**src/rtl/instruction_fetch_pkg.sv**
```systemverilog
// Shared definitions for the fetch stage of the lab CPU.
//   - Opcode encodings (NOP, JMP, BLE) used by fetch and the testbench.
//   - Instruction field positions (opcode, JMP target).
//   - Fetch FSM state encoding.
//   - Helper to extract the opcode from an instruction word.
package instruction_fetch_pkg;

    localparam int unsigned OPCODE_MSB  = 27;
    localparam int unsigned OPCODE_LSB  = 24;
    localparam int unsigned JMP_TGT_MSB = 23;
    localparam int unsigned JMP_TGT_LSB = 16;

    localparam logic [3:0] OP_NOP = 4'h0;
    localparam logic [3:0] OP_BLE = 4'hC;
    localparam logic [3:0] OP_JMP = 4'hD;

    typedef enum logic [1:0] {
        BOOT  = 2'd0,
        RUN   = 2'd1,
        STALL = 2'd2
    } fetch_state_t;

    function automatic logic [3:0] opcode_of(input logic [27:0] word);
        return word[OPCODE_MSB:OPCODE_LSB];
    endfunction

endpackage

```
**src/rtl/fetch_next_pc.sv**
```systemverilog
// Combinational next-PC selection for the fetch stage.
//   pc            : current program counter
//   instr         : ROM word currently addressed by pc
//   branch_taken  : redirect request from execute (highest priority)
//   branch_target : redirect address
//   next_pc       : redirect target, else zero-extended JMP target, else pc+1 (wraps)
module fetch_next_pc
    import instruction_fetch_pkg::*;
#(
    parameter int unsigned ADDR_WIDTH  = 16,
    parameter int unsigned INSTR_WIDTH = 28
) (
    input  logic [ADDR_WIDTH-1:0]  pc,
    input  logic [INSTR_WIDTH-1:0] instr,
    input  logic                   branch_taken,
    input  logic [ADDR_WIDTH-1:0]  branch_target,
    output logic [ADDR_WIDTH-1:0]  next_pc
);

    logic [7:0] jmp_target;

    assign jmp_target = instr[JMP_TGT_MSB:JMP_TGT_LSB];

    always_comb begin
        // Natural overflow of the adder gives the FFFF -> 0000 wrap.
        next_pc = pc + ADDR_WIDTH'(1);
        if (branch_taken) begin
            next_pc = branch_target;
        end else if (instr[OPCODE_MSB:OPCODE_LSB] == OP_JMP) begin
            next_pc = ADDR_WIDTH'(jmp_target);
        end
    end

endmodule

```
**src/rtl/instruction_fetch.sv**
```systemverilog
// Fetch stage: owns the PC, addresses the combinational program ROM and registers the
// returned word into the instruction register presented to execute.
//   Clock, Reset   : clock; asynchronous active-low reset
//   oAddress       : ROM address (the PC itself)
//   iInstruction   : ROM data for oAddress, same cycle
//   iStall         : execute cannot take a new instruction; hold everything
//   iBranchTaken   : redirect request (overrides stall), target in iBranchTarget
//   oInstruction   : instruction register
//   oValid         : instruction register holds a real instruction, not a bubble
//   oPC            : address the instruction register word came from
// JMP is resolved here with no bubble; a redirect squashes the wrong-path word (one bubble).
module instruction_fetch
    import instruction_fetch_pkg::*;
#(
    parameter int unsigned           ADDR_WIDTH  = 16,
    parameter int unsigned           INSTR_WIDTH = 28,
    parameter logic [ADDR_WIDTH-1:0] RESET_PC    = '0
) (
    input  logic                   Clock,
    input  logic                   Reset,
    output logic [ADDR_WIDTH-1:0]  oAddress,
    input  logic [INSTR_WIDTH-1:0] iInstruction,
    input  logic                   iStall,
    input  logic                   iBranchTaken,
    input  logic [ADDR_WIDTH-1:0]  iBranchTarget,
    output logic [INSTR_WIDTH-1:0] oInstruction,
    output logic                   oValid,
    output logic [ADDR_WIDTH-1:0]  oPC
);

    localparam logic [INSTR_WIDTH-1:0] NopWord = {OP_NOP, {(INSTR_WIDTH-4){1'b0}}};

    fetch_state_t            state_q, state_d;
    logic [ADDR_WIDTH-1:0]   pc_q;
    logic [ADDR_WIDTH-1:0]   opc_q;
    logic [INSTR_WIDTH-1:0]  ir_q;
    logic                    valid_q;
    logic [ADDR_WIDTH-1:0]   next_pc;
    logic                    load;
    logic                    squash;

    fetch_next_pc #(
        .ADDR_WIDTH  (ADDR_WIDTH),
        .INSTR_WIDTH (INSTR_WIDTH)
    ) u_next_pc (
        .pc            (pc_q),
        .instr         (iInstruction),
        .branch_taken  (iBranchTaken),
        .branch_target (iBranchTarget),
        .next_pc       (next_pc)
    );

    always_comb begin
        state_d = state_q;
        load    = 1'b0;
        squash  = 1'b0;
        if (iBranchTaken) begin
            squash  = 1'b1;
            state_d = RUN;
        end else begin
            case (state_q)
                // The IR holds a bubble in BOOT, so the first word loads unconditionally.
                BOOT: begin
                    load    = 1'b1;
                    state_d = RUN;
                end
                RUN: begin
                    if (iStall) begin
                        state_d = STALL;
                    end else begin
                        load = 1'b1;
                    end
                end
                STALL: begin
                    if (!iStall) begin
                        load    = 1'b1;
                        state_d = RUN;
                    end
                end
                default: state_d = BOOT;
            endcase
        end
    end

    always_ff @(posedge Clock or negedge Reset) begin
        if (!Reset) begin
            state_q <= BOOT;
            pc_q    <= RESET_PC;
            ir_q    <= NopWord;
            valid_q <= 1'b0;
            opc_q   <= '0;
        end else begin
            state_q <= state_d;
            if (squash) begin
                // oPC is left as-is; it is meaningless while oValid is low.
                pc_q    <= next_pc;
                ir_q    <= NopWord;
                valid_q <= 1'b0;
            end else if (load) begin
                pc_q    <= next_pc;
                ir_q    <= iInstruction;
                opc_q   <= pc_q;
                valid_q <= 1'b1;
            end
        end
    end

    assign oAddress     = pc_q;
    assign oInstruction = ir_q;
    assign oValid       = valid_q;
    assign oPC          = opc_q;

endmodule

```
**config.mk**
```make
export PLATFORM = sky130hd
export DESIGN_NAME = instruction_fetch
export DESIGN_NICKNAME = d
export VERILOG_FILES = /design/src/rtl/instruction_fetch_pkg.sv /design/src/rtl/fetch_next_pc.sv /design/src/rtl/instruction_fetch.sv
export SDC_FILE = /design/constraint.sdc
export NUM_CORES = 1
export LEC_CHECK = 0
export ABC_CLOCK_PERIOD_IN_PS = 2000
export CAP_MARGIN = 20
export CORE_ASPECT_RATIO = 0.9
export CORE_MARGIN = 2
export CORE_UTILIZATION = 30
export CTS_CLUSTER_SIZE = 10
export DETAILED_ROUTE_END_ITERATION = 7
export PLACE_DENSITY = 0.55
export SLEW_MARGIN = 25
export SYNTH_ARGS = -nofsm -noshare
export SYNTH_HDL_FRONTEND = slang
export SYNTH_SLANG_ARGS = --single-unit
```
**constraint.sdc**
```tcl
create_clock -name Clock -period 2 [get_ports Clock]
set_input_delay 0.3 -clock Clock [delete_from_list [all_inputs] [get_ports Clock]]
set_output_delay 0.3 -clock Clock [all_outputs]
set_load 0.05 [all_outputs]
```
==> impl_metrics.py, run 1 <==
metrics = {
    "clocking": {
        "clk_latency_ns": 0.32,
        "clockRootBuffer": "clkbuf_16",
        "clkSinkCount": 63,
        "htreeDepth": 3,
        "clkTransAtPathRegs_ns": 0.06,
        "cts.path.max_buffers": 2,
        "cts_tree": "built",
        "cts_buffers": 9,
    },
    "placement": {
        "port_buffers": 108,
        "gp_congestion": 0.7753,
        "dp.cells": 562,
        "hpwl_mm": 6.839,
    },
    "die": {
        "initial_core_util": 0.3051,
        "num_rows": 35,
        "ios": 109,
        "fp.coreArea_mm2": 0.01012,
        "fp.dieH_um": 100.2,
        "die_area_mm2": 0.01112,
        "die_w_um": 110.9,
    },
    "synth": {
        "synthCells": 320,
        "yosysTopAreaCell": "dfrtp_1",
        "ys_seq_area_frac": 0.5107,
        "yosys_warnings": 0,
        "yosysUniqueCellTypes": 54,
        "yosys-top-cells-count": "nand2_1, dfrtp_1, a21oi_1",
        "ys.flop_type": "dfrtp_1",
        "yosysMostFrequentCell": "nand2_1",
        "syn_avg_cell_area_um2": 9.646,
        "synth_edf_count": 0,
        "synthArstFlopShare": 1.000,
        "ys_ff_latch": 63,
        "synth_area_mm2": 0.003087,
        "synth.area.top_cells": "dfrtp_1, nand2_1, mux2_2",
        "synth_top_area_frac": 0.5107,
        "synthesis.nets": 374,
    },
    "critical_path": {
        "worstSetupPathDepth": 1,
        "r2r-start": "oAddress[1]",
        "crit_start": "oAddress[8]",
        "cp-start-kind": "flop",
        "critPathBufInv": 1,
        "r2r_setup_slack_ns": 0.13,
        "cp-endpoint": "oAddress[8]",
        "endpoint_kind": "primary output",
        "path_cells": "clkdlybuf4s50_1",
        "slowest_stage": "clkdlybuf4s50_1",
        "crit_family": "buffers and inverters",
        "max_stage_delay_ns": 0.85,
        "criticalPathCategory": "flop to primary output",
        "rr_worst_depth": 5,
        "r2r-end": "oAddress[14]",
        "crit_arrival_ns": 1.64,
        "worstPathRequired_ns": 1.70,
        "crit_fanout": 7,
    },
    "power": {
        "p_switching_mw": 3.863,
        "combPwrFrac": 0.567,
        "power_density_mw_per_mm2": 1733,
        "pwr-share-seq": 0.249,
        "p_total_mw": 8.392,
        "peakVddDrop_uv": 662.5,
        "clkPwrFrac": 0.184,
        "sw_frac_of_total": 0.4603,
        "p_leak_nw": 2.051,
        "p_int_mw": 4.529,
    },
    "final_layout": {
        "drive_gt1_frac": 0.1876,
        "final_cells": 582,
        "ff_latch_area_mm2": 0.001577,
        "area_growth_syn_to_layout_pct": 56.91,
        "layout.nets": 502,
        "fillers": 977,
        "multiInputGateArea_mm2": 0.001430,
        "n_antenna_cell": 0,
    },
    "timing": {
        "period_minus_slack_ns": 1.942,
        "rsz0062_at_grt": "false",
        "slew_headroom": 0.6163,
        "clock_skew_ns": 0.007682,
        "max_freq_mhz": 514.9,
        "worst_pin_slew_ns": 0.5749,
        "period_share": 0.9710,
        "hold_viol": 0,
        "setup_viol": 0,
        "maxSlewViolCount": 0,
    },
    "detailed_routing": {
        "wl_met1_mm": 4.433,
        "vias_per_cell": 5.038,
        "top_layer": "met4",
        "drc": 0,
        "first_pass_iters": 5,
        "wl_met3_um": 472,
        "vias": 2932,
        "routedWlPerCell_um": 16.19,
        "final_antenna_net_count": 0,
        "drtIter0Drc": 129,
        "met2_length_mm": 4.375,
        "wirelength_mm": 9.420,
    },
    "global_route": {
        "antenna_found_initial": 0,
        "grt_pass1_wl_mm": 14.75,
        "grt_pass1_vias": 2839,
        "grt_max_degree": 30,
        "grt_overflow": 0,
        "grt_util_all_layers": 0.1671,
    },
    "hold_path": {
        "hold_class": "primary input to asynchronous set/reset pin",
    },
    "run": {
        "cap_violations": 0,
    },
    "status": {
        "status": "complete, no violations",
    },
}
==> sequential cells by signal, summed over array words and instances (netlist names) <==
name and flops:
oAddress 16, oInstruction 28, oPC 16, oValid 1
state_q 2
==> per-stage QoR <==
step	TNS, ns	instance area, um2	hold slack, ns	setup WS, ns	utilization
floorplan	0	3087	0.004409	0.07605	-
finish	0	4843	0.4105	0.05801	0.4788
CTS	0	4792	0.4124	0.01353	0.4737
global placement	-0.7921	4488	0.2271	-0.04967	0.4437
detailed placement	-1.744	4488	0.2257	-0.1130	0.4437
global route	0	4843	0.4395	0.008175	0.4788
==> logic make-up (layout without fill, tap and decap cells) <==
group / count (synthesis) / count (layout) / synth area share
AO/OA/AOI/OAI: 82 / 82 / 0.1747
adder cells (fa/ha/maj): 6 / 6 / 0.02432
XOR/XNOR: 2 / 2 / 0.005676
flip-flops: 63 / 63 / 0.5107
AND/OR/NAND/NOR: 120 / 120 / 0.1812
buffers and inverters: 29 / 162 / 0.03810
multiplexers: 18 / 18 / 0.06526
==> how the worst min path moves through the flow <==
stage	end	slack, ns	cells after the start	from
floorplan	oAddress[0]	0.004	0	Reset
global placement	oInstruction[14]	0.23	1	Reset
detailed placement	oInstruction[14]	0.23	1	Reset
CTS	oInstruction[27]	0.41	2	Reset
global route	oInstruction[26]	0.44	2	Reset
finish	oInstruction[26]	0.41	2	Reset
==> final cells by class <==
| type | instances | area share |
|---|---|---|
| Sequential cell | 63 | 0.3255 |
| Multi-Input combinational cell | 228 | 0.2953 |
| Timing Repair Buffer | 140 | 0.2811 |
| Clock buffer | 12 | 0.05089 |
| Tap cell | 129 | 0.03332 |
| Clock inverter | 4 | 0.009300 |
| Inverter | 6 | 0.004650 |
==> power groups by stage <==
stage | Sequential [mW] | Clock, mW | Combinational, mW
global placement | 2.10 | 0 | 4.61
global route | 2.15 | 1.64 | 5.05
finish | 2.09 | 1.55 | 4.76
floorplan | 3.63 | 0 | 1.34
detailed placement | 2.11 | 0 | 4.67
CTS | 2.09 | 1.58 | 4.69
==> placed cells by master (no fill, tap or decap), types with 5 or more instances in the layout <==
| cell | count |
|---|---|
| a21oi_1 | 37 |
| a31oi_1 | 5 |
| buf_12 | 5 |
| buf_4 | 34 |
| clkbuf_16 | 9 |
| clkdlybuf4s50_1 | 96 |
| dfrtp_1 | 63 |
| ha_1 | 6 |
| inv_1 | 5 |
| mux2_2 | 17 |
| nand2_1 | 69 |
| nand3_1 | 9 |
| nor2_1 | 13 |
| nor3_1 | 5 |
| o21ai_0 | 6 |
==> metal layers <==
layer,global-route usage,up-vias
met5,0,-
met4,0.05192,0
met3,0.03502,10
met2,0.2643,88
met1,0.2319,1434
li1,-,1400
==> repair_timing <==
action | in CTS | in global routing
gates cloned | 0 | 0
resized for setup | 1 | 5
setup buffers | 0 | 3
endpoints found under the hold margin | 12 | 0
endpoints found under the setup margin | 3 | 25
hold buffers | 1 | 0
pin swaps | 0 | 2
No activity file was read; power rests on OpenSTA's default activity.
==> run 2: changes to the inputs <==
Settings changed: CORE_MARGIN 2 to 10, GPL_ROUTABILITY_DRIVEN from default to 0.
==> run 2 against run 1 <==
Against the previous run:
- clock power down 8%
- sequential share of layout area rose by 0.14 points
- count of clock-buffer cells in the layout fell by 1
- global-route usage is 3.1 points lower
- clock skew fell by 0.0019 ns
- register-to-register slack about the same
- sequential cell count is the same
- non-clock buffer count fell by 1
- routed wire length is 8.7% higher
- cell area is 0.44% lower
==> impl_metrics.py, run 2 (synthesis gave the netlist of run 1 again) <==
metrics = {
    "clocking": {
        "clk_latency_ns": 0.33,
        "cts_tree": "built",
        "clkTransAtPathRegs_ns": 0.06,
        "cts_buffers": 9,
        "htreeDepth": 3,
        "clockRootBuffer": "clkbuf_16",
        "clkSinkCount": 63,
        "cts.path.max_buffers": 2,
    },
    "critical_path": {
        "endpoint_kind": "primary output",
        "r2r-start": "state_q[1]",
        "r2r_setup_slack_ns": 0.14,
        "worstSetupPathDepth": 1,
        "criticalPathCategory": "flop to primary output",
        "max_stage_delay_ns": 0.85,
        "crit_arrival_ns": 1.64,
        "crit_family": "buffers and inverters",
        "rr_worst_depth": 8,
        "worstPathRequired_ns": 1.70,
        "critPathBufInv": 1,
        "cp-start-kind": "flop",
        "slowest_stage": "clkdlybuf4s50_1",
        "path_cells": "clkdlybuf4s50_1",
        "r2r-end": "oAddress[12]",
        "crit_fanout": 6,
    },
    "hold_path": {
        "min_path_cells": 3,
        "min-delay-start": "iBranchTaken",
        "hold_class": "primary input to flop",
        "min_to": "oAddress[14]",
    },
    "detailed_routing": {
        "vias": 2854,
        "first_pass_iters": 4,
        "vias_per_cell": 4.921,
        "routedWlPerCell_um": 17.66,
        "drtIter0Drc": 181,
        "wirelength_mm": 10.24,
        "final_antenna_net_count": 0,
        "drc": 0,
    },
    "final_layout": {
        "final_cells": 580,
        "layout_commonest_cell": "clkdlybuf4s50_1",
        "fillers": 974,
        "ff_latch_area_mm2": 0.001577,
        "multiInputGateArea_mm2": 0.001430,
        "layout.nets": 501,
        "final_cell_area_mm2": 0.004822,
        "final_cell_mix": "clkdlybuf4s50_1, nand2_1, dfrtp_1, a21oi_1, buf_4",
        "area_growth_syn_to_layout_pct": 56.22,
        "largest_reg_flops": 28,
        "n_antenna_cell": 0,
        "drive_gt1_frac": 0.1929,
    },
    "timing": {
        "hold_viol": 0,
        "max_freq_mhz": 514.4,
        "clock_skew_ns": 0.005789,
        "maxSlewViolCount": 0,
        "tns_ns": 0,
        "setup_viol": 0,
        "period_minus_slack_ns": 1.944,
        "worst_pin_slew_ns": 0.5612,
        "period_share": 0.9720,
        "slew_headroom": 0.6254,
    },
    "run": {
        "cap_violations": 0,
    },
    "global_route": {
        "grt_overflow": 0,
        "grt_pass1_wl_mm": 16.05,
        "grt_pass1_vias": 2996,
        "antenna_found_initial": 0,
        "grt_max_degree": 64,
        "grt_util_all_layers": 0.1359,
    },
    "status": {
        "status": "complete, no violations",
    },
    "die": {
        "initial_core_util": 0.3038,
        "fp.coreArea_mm2": 0.01016,
        "die_w_um": 126.9,
        "num_rows": 35,
        "die_area_mm2": 0.01475,
        "ios": 109,
        "fp.dieH_um": 116.2,
    },
    "power": {
        "peakVddDrop_uv": 966.0,
        "p_leak_nw": 2.029,
        "power_density_mw_per_mm2": 1739,
    },
    "placement": {
        "hpwl_mm": 7.372,
        "port_buffers": 108,
        "placed_area_mm2": 0.004493,
        "dp.cells": 561,
    },
}
-- run 2: area by class of cell --
type	instances	area share
multi-input cells	228	0.2966
well taps	129	0.03347
flip-flops and latches	63	0.3269
clock buffers	11	0.05034
repair buffers	139	0.2833
inverters	6	0.004670
clock inverters	4	0.004670
-- run 2: worst max-delay path by stage --
stage                               to  slack [ns]    startpoint
after floorplan           oAddress[13]        0.08   oAddress[7]
after global placement    oAddress[11]        0.03        iStall
after detailed placement  oAddress[12]       -0.02        iStall
after CTS                 oAddress[14]        0.05  oAddress[14]
after global routing      oAddress[12]      -0.006    state_q[1]
final                     oAddress[14]        0.06  oAddress[14]
-- run 2: layer usage --
metal | vias up | wire, um | GRT usage
met5 | - | 0 | 0
met4 | 0 | 184 | 0.05155
met3 | 12 | 511 | 0.03630
met2 | 61 | 4949 | 0.2173
met1 | 1383 | 4597 | 0.1720
li1 | 1398 | - | -
-- run 2: what timing repair did --
action | CTS | global route
setup endpoints to repair | 0 | 5
gates resized for setup | 0 | 3
hold buffers | 1 | 0
endpoints found under the hold margin | 13 | 0
setup buffers | 0 | 2
-- run 2: stage by stage --
stage               power (mW)  utilization  worst slack (ns)  hold WS (ns)
finish                   8.388       0.4746           0.05607        0.3924
global route             8.903       0.4746         -0.006142        0.4183
CTS                      8.343       0.4693           0.04586        0.3907
detailed placement       6.882       0.4422          -0.02466        0.3510
global placement         6.831       0.4422           0.02768        0.3487
floorplan                4.967            -           0.07605      0.004409
-- run 2: report_power, final --
group	switching [mW]	internal [mW]	leakage, nW
Clock	0.565	0.858	0.131
Combinational	3.03	1.87	1.11
Sequential	0.326	1.74	0.787
